$ cat src/rtl/sprite_pipe.sv
// rtl/sprite_pipe.sv - scanline sprite evaluation, pattern fetch and pixel serialiser
module sprite_pipe #(
  parameter int MAX_SPR = 8
) (
  input  logic        clock,
  input  logic        reset,
  input  logic [8:0]  cycle_num,
  input  logic [7:0]  scanline_y,
  input  logic        spr_size,
  input  logic        spr_pt_base,
  output logic [7:0]  oam_addr,
  input  logic [7:0]  oam_data,
  output logic        vram_req,
  output logic [13:0] vram_addr,
  input  logic [7:0]  vram_data,
  output logic        overflow,
  output logic        pix_v,
  output logic        pix_prio,
  output logic [3:0]  pix_idx,
  output logic        pix_s0
);
  typedef enum logic [1:0] {IDLE, SCAN, COPY, DONE} state_t;
  localparam logic [4:0] MAX_CNT = 5'(MAX_SPR);

  state_t     state, state_nxt;
  logic [5:0] n;
  logic [1:0] m;
  logic [4:0] cnt;
  logic       s0_in;
  logic [7:0] sy [16];
  logic [7:0] stile [16];
  logic [7:0] sattr [16];
  logic [7:0] sx [16];

  logic [8:0] height;
  logic       in_range;
  assign height   = spr_size ? 9'd16 : 9'd8;
  assign in_range = ({1'b0, oam_data} <= {1'b0, scanline_y}) &&
                    (({1'b0, oam_data} + height) > {1'b0, scanline_y});

  always_comb begin
    state_nxt = state;
    oam_addr  = 8'd0;
    case (state)
      IDLE: if (cycle_num == 9'd64) state_nxt = SCAN;
      SCAN: begin
        oam_addr = {n, 2'b00};
        if (in_range)       state_nxt = (cnt < MAX_CNT) ? COPY : DONE;
        else if (n == 6'd63) state_nxt = DONE;
      end
      COPY: begin
        oam_addr = {n, m};
        if (m == 2'd3) state_nxt = (n == 6'd63) ? DONE : SCAN;
      end
      DONE: if (cycle_num == 9'd257) state_nxt = IDLE;
      default: state_nxt = IDLE;
    endcase
  end

  always_ff @(posedge clock) begin
    if (reset) begin
      state    <= IDLE;
      n        <= 6'd0;
      m        <= 2'd0;
      cnt      <= 5'd0;
      s0_in    <= 1'b0;
      overflow <= 1'b0;
    end else begin
      state <= state_nxt;
      case (state)
        IDLE: if (cycle_num == 9'd64) begin
          n        <= 6'd0;
          cnt      <= 5'd0;
          s0_in    <= 1'b0;
          overflow <= 1'b0;
        end
        SCAN: begin
          if (in_range) begin
            if (cnt < MAX_CNT) begin
              m <= 2'd1;
              if (n == 6'd0) s0_in <= 1'b1;
            end else begin
              overflow <= 1'b1;
            end
          end else begin
            n <= n + 6'd1;
          end
        end
        COPY: begin
          if (m == 2'd3) begin
            cnt <= cnt + 5'd1;
            n   <= n + 6'd1;
          end else begin
            m <= m + 2'd1;
          end
        end
        default: ;
      endcase
    end
  end

  // Secondary OAM needs no reset: entries beyond cnt are never fetched.
  always_ff @(posedge clock) begin
    if (state == SCAN && in_range && cnt < MAX_CNT) sy[cnt[3:0]] <= oam_data;
    if (state == COPY) begin
      case (m)
        2'd1:    stile[cnt[3:0]] <= oam_data;
        2'd2:    sattr[cnt[3:0]] <= oam_data;
        2'd3:    sx[cnt[3:0]]    <= oam_data;
        default: ;
      endcase
    end
  end

  logic       fetch_win, render_win, slot_en;
  logic [5:0] fo;
  logic [3:0] k, row_raw, row;
  logic [1:0] p;
  logic [7:0] fa, ft, cap_byte, f_lo;
  logic [13:0] fetch_addr;

  assign fetch_win  = (cycle_num >= 9'd257) && (cycle_num <= 9'd320);
  assign render_win = (cycle_num >= 9'd1) && (cycle_num <= 9'd256);
  assign fo         = 6'(cycle_num - 9'd257);
  assign k          = fo[5:2];
  assign p          = fo[1:0];
  assign slot_en    = fetch_win && ({1'b0, k} < cnt) && ({1'b0, k} < MAX_CNT);
  assign fa         = sattr[k];
  assign ft         = stile[k];
  assign row_raw    = 4'(scanline_y - sy[k]);
  assign row        = fa[7] ? (row_raw ^ (spr_size ? 4'hF : 4'h7)) : row_raw;
  assign fetch_addr = spr_size ? {1'b0, ft[0], ft[7:1], row[3], p[1], row[2:0]}
                               : {1'b0, spr_pt_base, ft, p[1], row[2:0]};
  assign vram_req   = slot_en && !p[0];
  assign vram_addr  = vram_req ? fetch_addr : 14'd0;
  assign cap_byte   = fa[6] ? {vram_data[0], vram_data[1], vram_data[2], vram_data[3],
                               vram_data[4], vram_data[5], vram_data[6], vram_data[7]}
                            : vram_data;

  logic       slot_valid [MAX_SPR];
  logic [7:0] slot_lo    [MAX_SPR];
  logic [7:0] slot_hi    [MAX_SPR];
  logic [7:0] slot_x     [MAX_SPR];
  logic [1:0] slot_pal   [MAX_SPR];
  logic       slot_prio  [MAX_SPR];
  logic       s0_tag;

  always_ff @(posedge clock) begin
    if (reset) begin
      f_lo   <= 8'd0;
      s0_tag <= 1'b0;
    end else begin
      if (slot_en && p == 2'd1) f_lo <= cap_byte;
      if (fetch_win && p == 2'd3 && k == 4'd0) s0_tag <= slot_en && s0_in;
    end
  end

  always_ff @(posedge clock) begin
    for (int i = 0; i < MAX_SPR; i++) begin
      if (reset) begin
        slot_valid[i] <= 1'b0;
        slot_lo[i]    <= 8'd0;
        slot_hi[i]    <= 8'd0;
        slot_x[i]     <= 8'd0;
        slot_pal[i]   <= 2'd0;
        slot_prio[i]  <= 1'b0;
      end else if (fetch_win && p == 2'd3 && k == 4'(i)) begin
        slot_valid[i] <= slot_en;
        slot_lo[i]    <= slot_en ? f_lo : 8'd0;
        slot_hi[i]    <= slot_en ? cap_byte : 8'd0;
        slot_x[i]     <= slot_en ? sx[k] : 8'd0;
        slot_pal[i]   <= slot_en ? fa[1:0] : 2'd0;
        slot_prio[i]  <= slot_en && fa[5];
      end else if (render_win) begin
        if (slot_x[i] != 8'd0) begin
          slot_x[i] <= slot_x[i] - 8'd1;
        end else begin
          slot_lo[i] <= {slot_lo[i][6:0], 1'b0};
          slot_hi[i] <= {slot_hi[i][6:0], 1'b0};
        end
      end
    end
  end

  // Walk from the highest slot down so the lowest-index opaque slot wins.
  logic       win_v, win_prio, win_s0;
  logic [3:0] win_idx;
  always_comb begin
    win_v    = 1'b0;
    win_prio = 1'b0;
    win_idx  = 4'd0;
    win_s0   = 1'b0;
    for (int i = MAX_SPR - 1; i >= 0; i--) begin
      if (slot_valid[i] && slot_x[i] == 8'd0 && (slot_hi[i][7] || slot_lo[i][7])) begin
        win_v    = 1'b1;
        win_prio = slot_prio[i];
        win_idx  = {slot_pal[i], slot_hi[i][7], slot_lo[i][7]};
        win_s0   = (i == 0) && s0_tag;
      end
    end
  end

  always_ff @(posedge clock) begin
    if (reset || !render_win) begin
      pix_v    <= 1'b0;
      pix_prio <= 1'b0;
      pix_idx  <= 4'd0;
      pix_s0   <= 1'b0;
    end else begin
      pix_v    <= win_v;
      pix_prio <= win_prio;
      pix_idx  <= win_idx;
      pix_s0   <= win_s0;
    end
  end
endmodule

$ cat config.mk
export PLATFORM = sky130hd
export DESIGN_NAME = sprite_pipe
export DESIGN_NICKNAME = d
export VERILOG_FILES = /design/src/rtl/sprite_pipe.sv
export SDC_FILE = /design/constraint.sdc
export NUM_CORES = 1
export LEC_CHECK = 0
export ABC_CLOCK_PERIOD_IN_PS = 9600
export BUFFER_PORTS_ARGS = -buffer_cell sky130_fd_sc_hd__buf_2
export CORE_MARGIN = 3
export CORE_UTILIZATION = 55
export DETAILED_ROUTE_END_ITERATION = 10
export PLACE_DENSITY_LB_ADDON = 0.08
export SYNTH_ARGS = -nofsm -noshare
export SYNTH_HDL_FRONTEND = slang
export SYNTH_SLANG_ARGS = --single-unit
export TNS_END_PERCENT = 1
$ cat constraint.sdc
create_clock -name clock -period 9.6 [get_ports clock]
set_input_delay 1.92 -clock clock [delete_from_list [all_inputs] [get_ports clock]]
set_output_delay 1.92 -clock clock [all_outputs]
set_load 0.01 [all_outputs]
==> summary.log <==
qor: status.outcome finished clean
qor: clock_tree.cts_buffers 51
qor: flow_run.cap_viol_max_count 0
qor: sta.worst_slack 0.9565 ns
qor: sta.final.min_clock_period 8.644 ns
qor: clock_tree.clkLatencyLatePin 0.59 ns
qor: sta.worst_slew_slack_as_a_fraction_of_its_limit 0.1203
qor: drt.detail_route.first_pass.iterations 5
qor: hold_path.min_delay_worst_endpoint pix_s0$_SDFF_PP0_
qor: finish.drive_gt1_frac 0.1066
qor: sta.setup_viol 0
qor: place.detailedPlacementHpwl 39880 um
qor: floorplanning.placementRows 75
qor: synth.async_reset_ff_frac 0
qor: finish.layout.cells.most_common_list edfxtp_1 (480), nand2_1 (293), nor2_1 (166), o21ai_0 (116)
qor: clock_tree.cts_hold_repair.buffers 0
qor: synth.postSynthRegisterBits 513
qor: place.placement.setup.worst_slack 1.009 ns
qor: hold_path.hold_start s0_tag$_SDFFE_PP0P_
qor: synth.synth_edf_count 480
qor: synth.post_synthesis_area_per_instance 11.91 um^2
qor: drt.drc_errors 0
qor: critical_path.timing.critical_path.slowest_cell_delay 0.91 ns
qor: sta.report.final.hold_viol_count 0
qor: synth.synth_top_flop_cell edfxtp_1
qor: critical_path.r2r-end slot_hi[0][9]$_DFFE_PP_
qor: finish.leading_cell_type_in_the_layout_fill_and_taps_excluded edfxtp_1
qor: drt.drtAntennaViolNets 0
qor: power.p_sw_frac 0.2404
qor: place.port_buffers 66
qor: finish.synthToLayoutAreaGrowth 10.56%
qor: critical_path.worstPathMaxFanout 34
qor: critical_path.data_arrival_critical_path 6.72 ns
qor: sta.setup_tns 0 ns
qor: clock_tree.clock_tree.buffer_depth 3
qor: global_routing.overflow 0
qor: drt.drt_first_iter_violations 1249
qor: global_routing.total_global_routing_track_utilization 0.2609
qor: critical_path.regToRegSetupSlack 6.05 ns
qor: drt.post_drt_via_cell_ratio 6.105
qor: synth.postSynthCellCount 1983
qor: critical_path.timing.critical_path.to_type output port
qor: clock_tree.tritoncts_clock_tree done
qor: sta.fin_worst_skew 0.02290 ns
qor: critical_path.worstRegToRegCells 8
qor: clock_tree.post_cts_resized 0
qor: clock_tree.postCtsSetupRepairBufs 0
qor: critical_path.critPathLaunchType input pin
qor: power.p_sw 1182 uW
qor: sta.fmax 115.7 MHz
qor: drt.routed_wl 58790 um
qor: floorplanning.core-area 42130 um^2
qor: sta.worstMarginPinSlew 1.318 ns
qor: power.intPower 3734 uW
qor: floorplanning.die_h 213.2 um
qor: sta.final_min_period_over_clock_period 0.9004
qor: power.leakage 0.009130 uW
qor: floorplanning.top_level_ports 68
qor: clock_tree.cts_root_buf clkbuf_16
qor: sta.grt_setup_unrepaired no
qor: critical_path.worst-endpoint-required 7.68 ns
qor: power.vdd.ir_drop.worst 163.1 uV
qor: critical_path.r2r_start slot_x[0][8]$_DFFE_PP_
qor: global_routing.antenna_violations_before_repair 0
qor: hold_path.min_path_cells 2
qor: global_routing.grt_pass1_vias 15810
qor: place.gp_congestion 0.8670
qor: finish.finish.net_count 2147
qor: global_routing.grt_pass1_wl 90890 um
qor: drt.detail_route.wl_per_cell 22.26 um
qor: power.p_clk_frac 0.385
qor: critical_path.timing.critical_path.slowest_stage_cell xnor2_4
qor: clock_tree.cts.sinks 513
qor: critical_path.crit_chain buf_2, inv_1, ha_1, nor3b_1, xnor2_4, clkinv_1, buf_4, a211oi_1, a21oi_1, ha_1, nor2b_1, o21ai_0, a21oi_1, o21ai_0, a2111oi_0, a2111oi_2, xor2_1, a211oi_1, buf_2
qor: clock_tree.h-tree-depth 2
qor: sta.worst_hold_slack 0.4510 ns
qor: hold_path.min-delay-path-class flip-flop to flip-flop
qor: finish.antenna_cells_inserted 0
qor: power.power_per_cell_area 188.3 nW/um^2
qor: floorplanning.die-area 45450 um^2
qor: synth.seq_area_frac_synth 0.6384
qor: floorplanning.initial_core_util 0.5604
qor: clock_tree.clkTransAtPathRegs 0.06 ns
qor: power.combinationalPowerShare 0.094
qor: synth.netlist_area 23610 um^2
qor: drt.vias 16120
qor: synth.yosysUniqueCellTypes 87
qor: floorplanning.die_w 213.2 um
qor: power.p_seq_frac 0.521
qor: critical_path.crit_type input pin to output port
qor: global_routing.grt_max_degree 50
qor: synth.yosys_warnings 0
qor: sta.slew_viols_final 0
flip-flops by register name (all words and copies together) (netlist names), 2 cells and up:
| signal | count |
|---|---|
| state | 2 |
| m | 2 |
| slot_x | 64 |
| n | 6 |
| slot_prio | 8 |
| sattr | 56 |
| cnt | 5 |
| slot_pal | 16 |
| sy | 64 |
| pix_idx | 4 |
| f_lo | 8 |
| slot_hi | 64 |
| stile | 72 |
| slot_lo | 64 |
| slot_valid | 8 |
| sx | 64 |
metal layers:
metal  part of all wire  track usage  vias up
met1               0.41       0.3440     7935
met4              0.026      0.07634        0
li1                   -            -     7486
met3              0.063      0.03703      110
met2               0.50       0.4541      593
met5                  0            0        -
layout make-up:
cell class / instances / area (um^2)
clock buffers: 60 / 1353
clock inverters: 35 / 217.7
fillers: 3403 / 16030
inverters: 69 / 260.3
multi-input cells: 1329 / 7970
flip-flops and latches: 513 / 15070
well taps: 539 / 674.4
repair buffers: 96 / 555.5
synth_stat cells, types with 12 or more instances:
cell type  number  area share
nand4_1        13      0.0034
a21oi_1        65       0.014
inv_1          66       0.010
o21ai_0       119       0.025
a31oi_1        24      0.0064
o211ai_1       27      0.0086
buf_2          24      0.0051
ha_1           48       0.025
and2_1         24      0.0064
nand2b_1       15      0.0040
nand3_1        56       0.012
a211oi_1       17      0.0054
xor2_1         23      0.0085
nor2b_1        20      0.0053
mux2i_1        22      0.0093
o22ai_1        64       0.017
xnor2_1        37       0.014
nor2_1        166       0.026
o221ai_1       12      0.0045
nor3_1         41      0.0087
edfxtp_1      480        0.61
nand2_1       293       0.047
clkbuf_1       68       0.011
dfxtp_1        33       0.028
o21ai_1        26      0.0055
logic make-up after synthesis:
kind of cell,count (synthesis),share of synthesized area
compound gates,452,0.1242
mux,39,0.02189
xor+xnor,64,0.02597
simple gates,691,0.1321
buf+inv,173,0.03010
flops,513,0.6384
fa+ha+maj,50,0.02713
other cells,1,0.0001588
critical path: cells and delay by family:
kind / cells / cell delay (ns)
AOI/OAI and AO/OA: 8 / 1.74
and+or+nand+nor: 2 / 0.34
adders and majority gates: 2 / 0.55
buffers and inverters: 5 / 1.04
xor gates and xnor gates: 2 / 1.08
power groups by stage:
stage / Clock, uW / Combinational, uW / Sequential, uW
after global placement: 0 / 449 / 2600
after floorplan: 0 / 313 / 2590
after CTS: 1920 / 462 / 2560
after detailed placement: 0 / 459 / 2610
after global routing: 2010 / 509 / 2570
final: 1890 / 463 / 2560
worst max path at each step:
stage	start	end	slack (ns)
final	cycle_num[0]	vram_addr[4]	0.96
after global routing	cycle_num[0]	vram_addr[4]	0.61
after floorplan	cycle_num[0]	vram_addr[4]	1.75
after global placement	cycle_num[0]	vram_addr[4]	1.17
after detailed placement	cycle_num[0]	vram_addr[4]	1.01
after CTS	cycle_num[0]	vram_addr[4]	0.97
per-stage QoR:
step | total power [uW] | instances | util | cell area, um^2
2_1_floorplan | 2907 | 2015 | - | 23730
3_3_place_gp | 3053 | 2546 | 0.5823 | 24530
3_5_place_dp | 3065 | 2546 | 0.5823 | 24530
4_1_cts | 4942 | 2641 | 0.6196 | 26110
5_1_grt | 5084 | 2641 | 0.6196 | 26110
6_report | 4916 | 2641 | 0.6196 | 26110
Note: power is estimated with default switching activity, not from simulation.
